`src/rtl/clock_disp_pkg.sv`:
```
// Shared types and constants for the clock display path.
// Segment patterns are active low, bit 0 = segment a ... bit 6 = segment g.
package clock_disp_pkg;

  typedef logic [3:0] digit_t;

  typedef struct packed {
    digit_t [3:0] digit;
    logic [3:0]   dp_en;
    logic [3:0]   blink_mask;
    logic         blank_lead;
  } frame_t;

  localparam int SCAN_DIV_DEFAULT  = 100000;
  localparam int GUARD_DEFAULT     = 2000;
  localparam int BLINK_DIV_DEFAULT = 25000000;

  localparam logic [6:0] SEG_0     = 7'b1000000;
  localparam logic [6:0] SEG_1     = 7'b1111001;
  localparam logic [6:0] SEG_2     = 7'b0100100;
  localparam logic [6:0] SEG_3     = 7'b0110000;
  localparam logic [6:0] SEG_4     = 7'b0011001;
  localparam logic [6:0] SEG_5     = 7'b0010010;
  localparam logic [6:0] SEG_6     = 7'b0000010;
  localparam logic [6:0] SEG_7     = 7'b1111000;
  localparam logic [6:0] SEG_8     = 7'b0000000;
  localparam logic [6:0] SEG_9     = 7'b0010000;
  localparam logic [6:0] SEG_DASH  = 7'b0111111;
  localparam logic [6:0] SEG_BLANK = 7'b1111111;

  localparam digit_t DIGIT_BLANK = 4'hF;

  localparam frame_t FRAME_RESET = '{
    digit:      {4{DIGIT_BLANK}},
    dp_en:      4'h0,
    blink_mask: 4'h0,
    blank_lead: 1'b0
  };

endpackage

```
`src/rtl/seg7_decode.sv`:
```
// Combinational 4-bit to active-low 7-segment decoder.
// 0xA..0xE render as a dash (error glyph), 0xF renders blank.
module seg7_decode
  import clock_disp_pkg::*;
(
  input  logic [3:0] digit,
  output logic [6:0] seg
);

  always_comb begin
    seg = SEG_BLANK;
    case (digit)
      4'h0: seg = SEG_0;
      4'h1: seg = SEG_1;
      4'h2: seg = SEG_2;
      4'h3: seg = SEG_3;
      4'h4: seg = SEG_4;
      4'h5: seg = SEG_5;
      4'h6: seg = SEG_6;
      4'h7: seg = SEG_7;
      4'h8: seg = SEG_8;
      4'h9: seg = SEG_9;
      4'hA, 4'hB, 4'hC, 4'hD, 4'hE: seg = SEG_DASH;
      default: seg = SEG_BLANK;
    endcase
  end

endmodule

```
`src/rtl/seg7_scan_driver.sv`:
```
// Time-multiplexed common-anode 4-digit scan driver with per-frame input
// snapshot, anti-ghosting guard interval, leading-zero blanking and edit blink.
module seg7_scan_driver
  import clock_disp_pkg::*;
#(
  parameter int SCAN_DIV  = SCAN_DIV_DEFAULT,
  parameter int GUARD     = GUARD_DEFAULT,
  parameter int BLINK_DIV = BLINK_DIV_DEFAULT
) (
  input  logic       clk,
  input  logic       rst_n,
  input  logic [3:0] digit0,
  input  logic [3:0] digit1,
  input  logic [3:0] digit2,
  input  logic [3:0] digit3,
  input  logic [3:0] dp_en,
  input  logic [3:0] blink_mask,
  input  logic       blank_lead,
  output logic [3:0] an,
  output logic [6:0] seg,
  output logic       dp
);

  localparam int CW = $clog2(SCAN_DIV);
  localparam int BW = $clog2(BLINK_DIV);
  localparam logic [CW-1:0] CNT_LAST   = CW'(SCAN_DIV - 1);
  localparam logic [CW-1:0] CNT_GUARD  = CW'(GUARD);
  localparam logic [BW-1:0] BLINK_LAST = BW'(BLINK_DIV - 1);

  logic [CW-1:0] cnt;
  logic [1:0]    idx;
  logic [BW-1:0] blink_cnt;
  logic          blink_on;
  frame_t        shadow;

  digit_t     cur_digit;
  logic [6:0] cur_seg;
  logic       cur_blinked;
  logic [3:0] an_nxt;
  logic [6:0] seg_nxt;
  logic       dp_nxt;

  // Leading-zero suppression is applied before decode so dp stays independent.
  always_comb begin
    cur_digit = shadow.digit[idx];
    if ((idx == 2'd0) && shadow.blank_lead && (shadow.digit[0] == 4'h0)) begin
      cur_digit = DIGIT_BLANK;
    end
  end

  seg7_decode u_decode (
    .digit (cur_digit),
    .seg   (cur_seg)
  );

  assign cur_blinked = shadow.blink_mask[idx] & ~blink_on;

  always_comb begin
    an_nxt  = 4'b1111;
    seg_nxt = SEG_BLANK;
    dp_nxt  = 1'b1;
    if (cnt >= CNT_GUARD) begin
      an_nxt[idx] = 1'b0;
      if (!cur_blinked) begin
        seg_nxt = cur_seg;
        dp_nxt  = ~shadow.dp_en[idx];
      end
    end
  end

  always_ff @(posedge clk) begin
    if (!rst_n) begin
      cnt       <= '0;
      idx       <= 2'd0;
      blink_cnt <= '0;
      blink_on  <= 1'b1;
      shadow    <= FRAME_RESET;
      an        <= 4'b1111;
      seg       <= SEG_BLANK;
      dp        <= 1'b1;
    end else begin
      if (cnt == CNT_LAST) begin
        cnt <= '0;
        idx <= idx + 2'd1;
      end else begin
        cnt <= cnt + CW'(1);
      end

      if (blink_cnt == BLINK_LAST) begin
        blink_cnt <= '0;
        blink_on  <= ~blink_on;
      end else begin
        blink_cnt <= blink_cnt + BW'(1);
      end

      // Frame start: latch the whole input set so a scan never tears.
      if ((cnt == '0) && (idx == 2'd0)) begin
        shadow <= '{
          digit:      {digit3, digit2, digit1, digit0},
          dp_en:      dp_en,
          blink_mask: blink_mask,
          blank_lead: blank_lead
        };
      end

      an  <= an_nxt;
      seg <= seg_nxt;
      dp  <= dp_nxt;
    end
  end

endmodule

```
`config.mk`:
```
export PLATFORM = sky130hd
export DESIGN_NAME = seg7_scan_driver
export DESIGN_NICKNAME = d
export VERILOG_FILES = /design/src/rtl/clock_disp_pkg.sv /design/src/rtl/seg7_decode.sv /design/src/rtl/seg7_scan_driver.sv
export SDC_FILE = /design/constraint.sdc
export NUM_CORES = 1
export LEC_CHECK = 0
export ABC_AREA = 1
export CAP_MARGIN = 20
export CORE_MARGIN = 4
export CORE_UTILIZATION = 62
export DETAILED_ROUTE_END_ITERATION = 12
export GPL_TIMING_DRIVEN = 0
export PLACE_DENSITY = 0.91
export SLEW_MARGIN = 0
export SYNTH_ARGS = -nofsm -noshare
export SYNTH_HDL_FRONTEND = slang
export SYNTH_SLANG_ARGS = --single-unit
```
`constraint.sdc`:
```
create_clock -name clk -period 5.9 [get_ports clk]
set_input_delay 1.18 -clock clk [delete_from_list [all_inputs] [get_ports clk]]
set_output_delay 1.18 -clock clk [all_outputs]
set_load 0.01 [all_outputs]
```
==> out/qor.csv <==
stage,metric,value,unit
run_status,status,"complete, no violations",
synthesis,netlist.area_leader.share,39.8,%
synthesis,synth_top_area_cell,dfxtp_1,
setup_path,critPathSlowestCell,clkdlybuf4s50_1,
setup_path,startpoint_type,input port,
power_and_ir_drop,pwr-share-seq,49.3,%
setup_path,path_cells,"clkdlybuf4s50_1, buf_2, clkbuf_1, nand3_1",
routing,routedWlPerCell,13.2,um
placement,hpwl,6880,um
routing,drt-total-wl,9610,um
finish,syn_to_final_growth,17.3,%
finish,diodes,0,
synthesis,postSynthCellCount,599,
power_and_ir_drop,power_frac_clock,39.4,%
routing,drt_iter0_drc,289,
synthesis,ys_top_cells_by_area,"dfxtp_1 (40%), nand2_1 (16%), nor2_1 (8.4%)",
timing,drv_slew,0,
global_route,grt_max_degree,15,
clocking,cts_sinks,82,
power_and_ir_drop,p_per_area,249,nW/um^2
timing,timing.slew.headroom,66.5,%
synthesis,ys_seq_area_share,39.8,%
timing,fmax,408,MHz
synthesis,synthesis.area,4120,um^2
finish,drive_above_1_share,10.1,%
clocking,cts_buffers,9,
die,design.portCount,39,
power_and_ir_drop,comb_power_share,11.3,%
synthesis,synth_cell_types,30,
clocking,cts_setup_buffers,0,
power_and_ir_drop,intPower,0.000899,W
power_and_ir_drop,total_power,0.00120,W
die,dieArea,8020,um^2
hold_path,min_path_type,flop to flop,
global_route,track_usage,25.1,%
finish,nFillCells,456,
setup_path,path_class,input port to flop,
routing,met3_length,539,um
die,core,6390,um^2
clocking,clk_path_buf_depth,2,
routing,antenna_left,0,
timing,hold_viol,0,
power_and_ir_drop,netSwitchingPower,0.000305,W
timing,skew,9.55,ps
routing,drc,0,
power_and_ir_drop,p_leak,1.95,nW
synthesis,synth_fp_nets,636,
power_and_ir_drop,p_sw_share,25.3,%
synthesis,yosysWarnings,0,
timing,rsz0062_at_grt,no,
timing,worstMarginPinSlew,502,ps
clocking,cts_hold_buf,0,
global_route,antenna_found_initial,0,
die,initial_core_util,64.6,%
global_route,grt_overflow_total,0,
timing,min_period,2450,ps
setup_path,cp_slowest_stage_delay,600,ps
routing,wl_met1,4180,um
clocking,clk_latency,360,ps
finish,final_cells,730,
setup_path,end_kind,flop,
die,num_rows,29,
placement,gp_congestion,0.926,
run,maxCapViolations,0,
global_route,grt_pass1_vias,3581,
synthesis,postSynthAreaPerCell,6.88,um^2
routing,vias,3954,
die,die_w,89.5,um
timing,finalSetupTns,0,ps
finish,nNetsFinal,685,
global_route,grt_pass1_wl,15700,um
synthesis,synth-seq-cells,82,
die,die_h,89.5,um
setup_path,cp_max_fo,10,
clocking,cts_root_buffer,clkbuf_8,
timing,fin_crit_sh,41.5,%
placement,port-buffer-count,38,
routing,vias_per_cell,5.42,
placement,placedCellCount,714,
routing,top_layer,met4,
routing,drt_first_pass_iters,5,
setup_path,cp.required,6130,ps
clocking,clk_pin_slew,80,ps
routing,wl_met2,4700,um
clocking,cts_tree,done,
clocking,cts_resized,0,
power_and_ir_drop,ir_worst_vdd,0.000237,V
timing,setup-violations-final,0,
clocking,h-tree-depth,3,
setup_path,worstPathArrival,2680,ps
==> flip-flops by register name (all words and copies together), names as in the netlist <==
name / cells
blink_cnt: 25
shadow: 25
cnt: 17
seg: 7
an: 4
idx: 2
blink_on: 1
dp: 1
==> worst max-delay path, delay by kind of cell <==
kind	cells	cell delay, ps
buf+inv	3	1330
simple gates	1	160
==> Yosys cell counts (all sizes together) <==
cell    number
nand4       27
o21bai       1
o21ai        9
nor2       103
xor2        10
nand3b       4
a21oi       19
clkinv       2
or2          2
nor3         9
clkbuf       2
and3         1
o211ai       1
buf         13
nand2      184
xnor2        7
ha          10
inv         60
dfxtp       82
nand3       53
==> stage by stage <==
| step | hold slack, ps | worst slack [ps] | util [%] | instance area (um^2) |
|---|---|---|---|---|
| floorplan | 418 | 4050 | - | 4120 |
| global placement | 431 | 3140 | 72.0 | 4600 |
| detailed placement | 440 | 3150 | 72.0 | 4600 |
| CTS | 459 | 3480 | 75.7 | 4840 |
| global route | 492 | 3410 | 75.7 | 4840 |
| finish | 458 | 3450 | 75.7 | 4840 |
==> final timing paths <==
check,cells past startpoint,endpoint,slack (ps),startpoint
max,4,shadow[15]$_SDFFE_PN1P_,3450,rst_n
min,1,blink_cnt[0]$_SDFF_PP0_,460,blink_cnt[0]$_SDFF_PP0_
max reg2reg,11,seg[1]$_SDFF_PP1_,3580,idx[0]$_SDFFE_PN0N_
min reg2reg,1,blink_cnt[0]$_SDFF_PP0_,460,blink_cnt[0]$_SDFF_PP0_
==> power by group through the flow <==
stage	clock [W]	combinational, W	sequential, W
after floorplan	0	0.0000923	0.000601
after global placement	0	0.000126	0.000604
after detailed placement	0	0.000133	0.000605
after CTS	0.000473	0.000135	0.000592
after global routing	0.000501	0.000152	0.000596
final	0.000474	0.000136	0.000593
==> cells in the final DEF, fill, tap and decap left out, types with 7 or more instances in the layout <==
| master | synthesis | layout |
|---|---|---|
| inv_1 | 44 | 44 |
| xnor2_1 | 7 | 7 |
| nand4_1 | 27 | 27 |
| nor2_1 | 92 | 92 |
| inv_2 | 16 | 16 |
| xor2_1 | 10 | 10 |
| o21ai_0 | 7 | 7 |
| nand3_1 | 49 | 49 |
| nand2_1 | 180 | 180 |
| nor3_1 | 7 | 7 |
| dfxtp_1 | 82 | 82 |
| clkbuf_8 | 0 | 11 |
| a21oi_1 | 19 | 19 |
| clkdlybuf4s50_1 | 0 | 38 |
| ha_1 | 10 | 10 |
==> area by class of cell <==
class | instances | area [um^2] | area share [%]
multi-input combinational | 440 | 2140 | 44.2
timing repair buffer | 38 | 380 | 7.87
clock inverter | 5 | 85.1 | 1.76
buffer | 15 | 109 | 2.25
sequential | 82 | 1640 | 33.9
inverter | 62 | 233 | 4.81
tap | 77 | 96.3 | 1.99
clock buffer | 11 | 151 | 3.13
==> kinds of logic (layout without fill, tap and decap cells) <==
logic type / count (synthesis) / count (layout) / synth area share (%)
adder cells (fa/ha/maj): 10 / 10 / 3.03
AND/OR/NAND/NOR: 383 / 383 / 41.5
AO/OA/AOI/OAI: 30 / 30 / 3.76
flip-flops: 82 / 82 / 39.8
XOR/XNOR: 17 / 17 / 3.61
buffers and inverters: 77 / 131 / 8.29
==> layer usage <==
layer  GRT usage (%)  vias up
met2            42.9      123
met1            30.5     1812
met4            7.85        0
met3            7.19       19
li1                -     2000
met5               0        -
No activity file was read; power rests on OpenSTA's default activity.
